$ cat config.mk
export PLATFORM = sky130hd
export DESIGN_NAME = arch_reg_dump
export DESIGN_NICKNAME = d
export VERILOG_FILES = /design/src/rtl/dump_pkg.sv /design/src/rtl/arch_reg_dump.sv
export SDC_FILE = /design/constraint.sdc
export NUM_CORES = 1
export LEC_CHECK = 0
export ABC_AREA = 0
export BUFFER_PORTS_ARGS = -buffer_cell sky130_fd_sc_hd__buf_4
export CORE_UTILIZATION = 35
export CTS_BUF_LIST = sky130_fd_sc_hd__clkbuf_16
export CTS_CLUSTER_DIAMETER = 80
export DETAILED_ROUTE_END_ITERATION = 10
export PLACE_DENSITY_LB_ADDON = 0.3
export SLEW_MARGIN = 0
export SYNTH_ARGS = -nofsm -noshare
export SYNTH_HDL_FRONTEND = slang
export SYNTH_SLANG_ARGS = --single-unit
$ cat constraint.sdc
create_clock -name clk -period 1.7 [get_ports clk]
set_input_delay 0.255 -clock clk [delete_from_list [all_inputs] [get_ports clk]]
set_output_delay 0.255 -clock clk [all_outputs]
set_load 0.02 [all_outputs]
$ cat src/rtl/dump_pkg.sv
// ---------------------------------------------------------------------------
// dump_pkg
// Shared types for the architectural register dump responder.
//   dump_state_t : walk state (IDLE, MAP, PRF, OUT)
//   dump_beat_t  : one response beat {areg, preg, data, last}
// Beat field widths follow the default processor configuration.
// ---------------------------------------------------------------------------
package dump_pkg;

  localparam int DUMP_ARCH_REGS = 32;
  localparam int DUMP_PHYS_REGS = 128;
  localparam int DUMP_DATA_W    = 32;
  localparam int DUMP_AREG_W    = $clog2(DUMP_ARCH_REGS);
  localparam int DUMP_PREG_W    = $clog2(DUMP_PHYS_REGS);

  typedef enum logic [1:0] {
    IDLE = 2'd0,
    MAP  = 2'd1,
    PRF  = 2'd2,
    OUT  = 2'd3
  } dump_state_t;

  typedef struct packed {
    logic [DUMP_AREG_W-1:0] areg;
    logic [DUMP_PREG_W-1:0] preg;
    logic [DUMP_DATA_W-1:0] data;
    logic                   last;
  } dump_beat_t;

endpackage

$ cat src/rtl/arch_reg_dump.sv
// ---------------------------------------------------------------------------
// arch_reg_dump
// Walks the committed rename map and the physical register file for a
// contiguous range of architectural registers and returns one beat per
// register over a valid/ready channel.
//
// Ports
//   clk, reset            : clock, asynchronous active-low reset
//   req_valid/req_ready   : request handshake (ready only while idle)
//   req_start, req_count  : first architectural register, count (0 = all)
//   map_stable            : rename map / PRF not being redirected this cycle
//   map_rd_areg/map_rd_preg : rename map read port (same-cycle result)
//   prf_rd_addr/prf_rd_data : PRF read port (same-cycle result)
//   rsp_valid/rsp_ready   : response handshake
//   rsp_areg/preg/data/last : response beat fields
//   busy                  : a dump is in progress
// ---------------------------------------------------------------------------
module arch_reg_dump
  import dump_pkg::*;
#(
  parameter int ARCH_REGS = DUMP_ARCH_REGS,
  parameter int PHYS_REGS = DUMP_PHYS_REGS,
  parameter int DATA_W    = DUMP_DATA_W,
  parameter int AREG_W    = $clog2(ARCH_REGS),
  parameter int PREG_W    = $clog2(PHYS_REGS)
) (
  input  logic              clk,
  input  logic              reset,
  input  logic              req_valid,
  output logic              req_ready,
  input  logic [AREG_W-1:0] req_start,
  input  logic [AREG_W:0]   req_count,
  input  logic              map_stable,
  output logic [AREG_W-1:0] map_rd_areg,
  input  logic [PREG_W-1:0] map_rd_preg,
  output logic [PREG_W-1:0] prf_rd_addr,
  input  logic [DATA_W-1:0] prf_rd_data,
  output logic              rsp_valid,
  input  logic              rsp_ready,
  output logic [AREG_W-1:0] rsp_areg,
  output logic [PREG_W-1:0] rsp_preg,
  output logic [DATA_W-1:0] rsp_data,
  output logic              rsp_last,
  output logic              busy
);

  localparam logic [AREG_W:0]   FULL_COUNT = (AREG_W+1)'(ARCH_REGS);
  localparam logic [AREG_W:0]   REMAIN_ONE = (AREG_W+1)'(1);
  localparam logic [AREG_W-1:0] AREG_ONE   = AREG_W'(1);
  localparam logic [AREG_W-1:0] AREG_ZERO  = AREG_W'(0);

  dump_state_t       state;
  dump_state_t       next_state;
  logic [AREG_W-1:0] cur;
  logic [AREG_W:0]   remain;
  logic [PREG_W-1:0] preg_q;
  dump_beat_t        beat;

  // State register.
  always_ff @(posedge clk or negedge reset) begin
    if (!reset) begin
      state <= IDLE;
    end else begin
      state <= next_state;
    end
  end

  // Next-state logic. An unstable map in PRF forces a fresh map lookup,
  // since the mapping captured in MAP may no longer be valid.
  always_comb begin
    next_state = state;
    case (state)
      IDLE: begin
        if (req_valid) begin
          next_state = MAP;
        end else begin
          next_state = IDLE;
        end
      end
      MAP: begin
        if (map_stable) begin
          next_state = PRF;
        end else begin
          next_state = MAP;
        end
      end
      PRF: begin
        if (map_stable) begin
          next_state = OUT;
        end else begin
          next_state = MAP;
        end
      end
      OUT: begin
        if (rsp_ready) begin
          if (beat.last) begin
            next_state = IDLE;
          end else begin
            next_state = MAP;
          end
        end else begin
          next_state = OUT;
        end
      end
      default: begin
        next_state = IDLE;
      end
    endcase
  end

  // Handshake outputs decoded straight from the state register.
  always_comb begin
    req_ready = 1'b0;
    rsp_valid = 1'b0;
    busy      = 1'b1;
    case (state)
      IDLE: begin
        req_ready = 1'b1;
        busy      = 1'b0;
      end
      OUT: begin
        rsp_valid = 1'b1;
      end
      MAP, PRF: begin
        busy = 1'b1;
      end
      default: begin
        busy = 1'b1;
      end
    endcase
  end

  // Walk datapath: current index, remaining count, captured mapping and
  // the held response beat.
  always_ff @(posedge clk or negedge reset) begin
    if (!reset) begin
      cur    <= AREG_ZERO;
      remain <= '0;
      preg_q <= '0;
      beat   <= '0;
    end else begin
      case (state)
        IDLE: begin
          if (req_valid) begin
            cur    <= req_start;
            remain <= (req_count == '0) ? FULL_COUNT : req_count;
          end
        end
        MAP: begin
          if (map_stable) begin
            preg_q <= map_rd_preg;
          end
        end
        PRF: begin
          if (map_stable) begin
            beat.areg <= cur;
            beat.preg <= preg_q;
            // x0 is hardwired zero regardless of what the PRF entry holds.
            beat.data <= (cur == AREG_ZERO) ? '0 : prf_rd_data;
            beat.last <= (remain == REMAIN_ONE);
          end
        end
        OUT: begin
          if (rsp_ready && !beat.last) begin
            // Natural AREG_W-bit overflow gives the wrap to x0.
            cur    <= cur + AREG_ONE;
            remain <= remain - REMAIN_ONE;
          end
        end
        default: begin
          cur <= cur;
        end
      endcase
    end
  end

  // Read indices come directly from registers, so outside MAP/PRF they
  // simply keep presenting the last index used.
  assign map_rd_areg = cur;
  assign prf_rd_addr = preg_q;

  assign rsp_areg = beat.areg;
  assign rsp_preg = beat.preg;
  assign rsp_data = beat.data;
  assign rsp_last = beat.last;

endmodule

==> flow_summary.ini, run 1 <==
[run_status]
run_status = finished, final reports clean

[drt]
ant_nets = 0
drt-vias-per-instance = 5.14
totalWireLength_mm = 6.79
drt_iter0_drc = 74
wl_per_cell_um = 15.1
remaining_drc_errors = 0
firstDrtPassIters = 4
num_vias = 2317

[grt]
grt_antenna_before_repair = 0
overflow = 0
grt_use_total_pct = 17.0
grt_pass1_vias = 2275
grt_max_degree = 36
grt_pass1_wl_mm = 11.2

[floorplan]
die_w_um = 91.6
dieArea_um2 = 8380
start_util_pct = 36.3
dieHeight_um = 91.6
rows = 32
fp.coreArea_um2 = 7730
io_pins = 115

[clocking]
root_buffer = clkbuf_16
clk_latency_ns = 0.31
h-tree-depth = 3
clock_sinks = 65
clk_pin_slew_ns = 0.05
tritoncts = built
clock_path_buffers = 2
numCtsBuffers = 9

[pwr]
ir_worst_vdd_mv = 0.777
power.density_nw_per_um2 = 2040
power.leakage_nw = 2.03

[setup_path]
cp_slowest_cell = dfrtp_2
path_cells = buf_4 > or2_4 > inv_1 > buf_4
path_max_fanout = 5
worstSetupPathType = flip-flop to output pin
r2r_end = rsp_data[1]
crit_start = state[1]
critical_path.max_stage_delay_ns = 0.43
ff2ff_path_depth = 6
startpoint_type = flip-flop
path_common_cell = buf_4
worst_setup_path_end_kind = output pin
regToRegSetupSlack_ns = 0.14
worst_ep_arrival_time_ns = 1.33
worstPathRequired_ns = 1.44
r2r_start = map_rd_areg[0]

[yosys]
synth_common_cells = 65 x dfrtp_1, 33 x a22o_1, 15 x mux2_2
synthCells = 220
synth_edf_count = 0
synth_top_family_by_area = compound AO/OA/AOI/OAI gates
async_reset_ff_share_pct = 100
synth_area_leaders = dfrtp_1 58%, a22o_1 10%, mux2_2 6.0%, ha_1 1.8%, buf_2 1.6%
synth_compound_area_share_pct = 19.9
ys_warn_count = 0
synth_area_um2 = 2810
yosysUniqueCellTypes = 45
synth-xor-area-share_pct = 0
synthMuxAreaShare_pct = 7.26
ys.flop_type = dfrtp_1
yosys.area.top_type_share_pct = 57.9
yosys.area_share.simple_pct = 8.73
yosys_register_bits = 65
synth_fa_ha_area_share_pct = 1.78
synth.avg_cell_area_um2 = 12.8
synth_most_common_cell = dfrtp_1
seq_area_frac_synth_pct = 57.9
synth_fp_nets = 279
yosys.area.top_type = dfrtp_1

[hold_path]
worstHoldStart = prf_rd_data[6]
worst_hold_path.endpoint = rsp_data[6]
holdCritPathClass = primary input to flip-flop
holdPathStages = 2

[finish]
register_area_um2 = 1630
antenna_cells = 0
drive_above_1_share_pct = 47.0
fillers = 657
nNetsFinal = 404
area_growth_pct = 47.3
multi_input_area_um2 = 1060
stdcell_count = 451

[sta]
hold_viol_final = 0
period_needed_ns = 1.59
clock_skew_ns = 0.00391
fin_setup_tns_ns = 0
slew_headroom_pct = 69.2
setup_violations = 0
fin_crit_sh_pct = 93.4
worstMarginPinSlew_ns = 0.462
rsz0062_at_grt = false
max_freq_ghz = 0.630
drv_slew = 0

[place]
hpwl_mm = 4.73
dp_cells = 433
io_buffers = 114
gp_congestion = 0.905

[run]
max_cap_violations = 0
-- layout by cell type (no fill, tap or decap), types with 2 or more instances in the layout --
cell type	count
ha_1	4
mux2_2	15
nor4_1	2
nor2b_1	3
inv_1	10
a31oi_1	3
o22ai_1	6
buf_12	3
nor2_1	2
a2bb2oi_1	3
a21oi_1	6
clkbuf_16	9
mux2i_1	2
a22oi_1	5
a22o_1	33
o2bb2ai_1	2
nand3_1	3
buf_4	125
nand2_1	7
clkinv_1	2
dfrtp_1	64
and3_1	3
o21ai_0	7
nor4b_1	2
nor3_1	2
nand4_1	2
-- metal layers --
layer	vias to the layer above	routed length [um]	part of all wire (%)	global-route usage (%)
met2	92	3220	47	26.7
met3	8	478	7.0	4.10
li1	1089	-	-	-
met5	-	0	0	0
met4	0	57	0.84	5.82
met1	1128	3030	45	22.8
-- area by class of cell --
cell class / instances / area share (%)
multi-input combinational: 131 / 25.6
clock buffer: 9 / 5.44
tap: 102 / 3.09
sequential: 65 / 39.4
timing repair buffer: 129 / 24.4
clock inverter: 6 / 1.27
inverter: 9 / 0.847
-- timing repair --
action                     in CTS  in global routing
setup endpoints to repair       3                  1
resized for setup               2                  1
hold buffers                    1                  0
setup buffers                   1                  1
hold endpoints to repair       34                  0
-- cell families (layout without fill, tap and decap cells) --
family | after synthesis | in the layout
compound gates | 72 | 72
flops | 65 | 65
simple gates | 37 | 37
buf+inv | 24 | 153
mux | 18 | 18
fa+ha+maj | 4 | 4
-- how the worst max path moves through the flow --
stage                     end  slack, ns  cells after the start
6_report            req_ready       0.11                      4
5_1_grt             rsp_valid       0.04                      4
4_1_cts             req_ready       0.02                      4
3_5_place_dp      rsp_preg[6]       0.12                      3
3_3_place_gp   map_rd_areg[0]       0.15                      4
2_1_floorplan     rsp_data[0]       0.17                      6
-- metrics by stage --
stage | area, um2 | hold WS [ns] | power [W] | util [%] | worst slack, ns
after detailed placement | 3830 | 0.239 | 0.00673 | 49.5 | 0.119
after global routing | 4140 | 0.148 | 0.00897 | 53.5 | 0.0369
after floorplan | 2810 | -0.0406 | 0.00510 | - | 0.170
after CTS | 4130 | 0.142 | 0.00852 | 53.4 | 0.0179
final | 4140 | 0.155 | 0.00845 | 53.5 | 0.112
after global placement | 3830 | 0.232 | 0.00666 | 49.5 | 0.151
-- worst max-delay path, delay by kind of cell (launching register included) --
kind | cells | cell delay [ns]
flops | 1 | 0.43
buf+inv | 3 | 0.34
simple gates | 1 | 0.25
-- power breakdown --
group          switching (W)  leakage [nW]  total (W)  internal [W]
clock               0.000609         0.139    0.00171       0.00110
combinational        0.00202          1.09    0.00397       0.00194
sequential          0.000492         0.797    0.00278       0.00228
-- state kept, by name (all words and copies together) (netlist names) --
signal and flops:
remain 6, rsp_preg 7, prf_rd_addr 7, rsp_last 1, rsp_areg 5, map_rd_areg 5, rsp_data 32, state 2
No activity file was read; power rests on OpenSTA's default activity.
==> run 2: changes to the inputs <==
SETUP_SLACK_MARGIN = 0.3   (was default)
==> run 2 against run 1 <==
- maximum frequency grew 3.8%
- sequential power is essentially flat
- clock skew grew 0.0028 ns
- power grew 9.2%
- clock-buffer cell count is the same
- global-route usage grew 0.12 points
- core utilization grew 4.3 points
- first-iteration DRC count is the same
- critical path type unchanged
- critical path depth is the same
- combinational power grew 17%
- critical endpoint unchanged
- setup slack gained 0.058 ns
==> flow_summary.ini, run 2 (synthesized netlist as in run 1, its figures left out) <==
[floorplan]
die_w_um = 91.6
dieHeight_um = 91.6
fp.coreArea_um2 = 7730
rows = 32
start_util_pct = 36.3
io_pins = 115
dieArea_um2 = 8380

[setup_path]
worst_ep_arrival_time_ns = 1.28
worstSetupPathType = flip-flop to output pin
critical_path.max_stage_delay_ns = 0.41
worstPathRequired_ns = 1.44
crit_family = flip-flops
cp_slowest_cell = dfrtp_1
r2r_start = state[0]
crit_start = state[0]
path_buf_inv = 3
path_cells = buf_12 > or2_4 > inv_2 > buf_6
worst_setup_path_end_kind = output pin
startpoint_type = flip-flop
path_max_fanout = 10

[pwr]
power.leakage_nw = 2.19
power.density_nw_per_um2 = 2060
ir_worst_vdd_mv = 0.926

[finish]
antenna_cells = 0
fillers = 656
final_common_cell = buf_4
nNetsFinal = 424
drive_above_1_share_pct = 55.4
largest_register_ff_count = 32
register_area_um2 = 1630
multi_input_area_um2 = 1130
area_growth_pct = 59.2
final_cell_mix = 136 x buf_4, 59 x dfrtp_1, 33 x a22o_1, 15 x mux2_2, 9 x clkbuf_16

[sta]
fin_setup_tns_ns = 0
hold_viol_final = 0
setup_violations = 0
period_needed_ns = 1.53
worstMarginPinSlew_ns = 0.450
max_freq_ghz = 0.653
hold_slack_ns = 0.148
slew_headroom_pct = 70.0
rsz0062_at_grt = true
fin_crit_sh_pct = 90.0
drv_slew = 0
clock_skew_ns = 0.00673

[grt]
grt_pass1_vias = 2276
overflow = 0
grt_max_degree = 36
grt_use_total_pct = 17.1
grt_pass1_wl_mm = 11.2
grt_antenna_before_repair = 0

[clocking]
root_buffer = clkbuf_16
clock_path_buffers = 2
h-tree-depth = 3
numCtsBuffers = 9
clock_sinks = 65
tritoncts = built
clk_latency_ns = 0.32
clk_pin_slew_ns = 0.06

[drt]
wl_per_cell_um = 15.8
ant_nets = 0
num_vias = 2440
firstDrtPassIters = 4
drt-vias-per-instance = 5.17
totalWireLength_mm = 7.46
drt_iter0_drc = 74
remaining_drc_errors = 0

[run_status]
run_status = finished, final reports clean

[place]
hpwl_mm = 4.67
io_buffers = 114
gp_congestion = 0.892

[hold_path]
worstHoldStart = prf_rd_data[17]
holdCritPathClass = primary input to flip-flop

[run]
max_cap_violations = 0
[run 2: layer usage]
layer / GRT usage [%] / part of all wire (%) / up-vias
met4: 6.08 / 0.82 / 0
met3: 3.77 / 6.0 / 7
li1: - / - / 1134
met2: 26.6 / 49 / 98
met5: 0 / 0 / -
met1: 23.3 / 44 / 1201
[run 2: timing repair]
action	4_1_cts	5_1_grt
setup endpoints to repair	62	57
resized for setup	19	14
buffers inserted	11	10
cloned	2	0
pin swaps	1	6
hold buffers	1	0
endpoints found under the hold margin	30	0
[run 2: power breakdown]
part	switching (W)	internal, W	total, W	leakage, nW
Combinational	0.00223	0.00242	0.00464	1.25
Sequential	0.000513	0.00229	0.00281	0.791
Clock	0.000660	0.00112	0.00178	0.148
Total	0.00340	0.00583	0.00923	2.19
[run 2: metrics by stage]
stage	setup slack, ns	area (um2)	instances	util [%]	total power (W)
floorplan	0.313	2820	220	-	0.00512
global placement	0.141	3830	432	49.6	0.00671
detailed placement	0.119	3830	432	49.6	0.00676
CTS	0.163	4350	462	56.2	0.00901
global route	0.141	4470	472	57.9	0.00972
finish	0.170	4470	472	57.9	0.00923
[run 2: final timing paths]
kind	slack (ns)	depth (start not counted)	endpoint
worst max-delay path	0.17	4	req_ready
worst min-delay path	0.15	2	rsp_data[17]
worst max register to register	0.19	6	map_rd_areg[2]
worst min register to register	0.48	2	rsp_areg[0]
max in group asynchronous	0.75	3	rsp_data[27]
min in group asynchronous	0.42	2	rsp_preg[3]
[run 2: final cells by class]
cell class                      instances  area share, %
Sequential cell                        65           36.6
Clock buffer                            9           5.04
Clock inverter                          7           1.43
Multi-Input combinational cell        131           25.4
Tap cell                              102           2.85
Timing Repair Buffer                  149           27.9
Inverter                                9          0.868
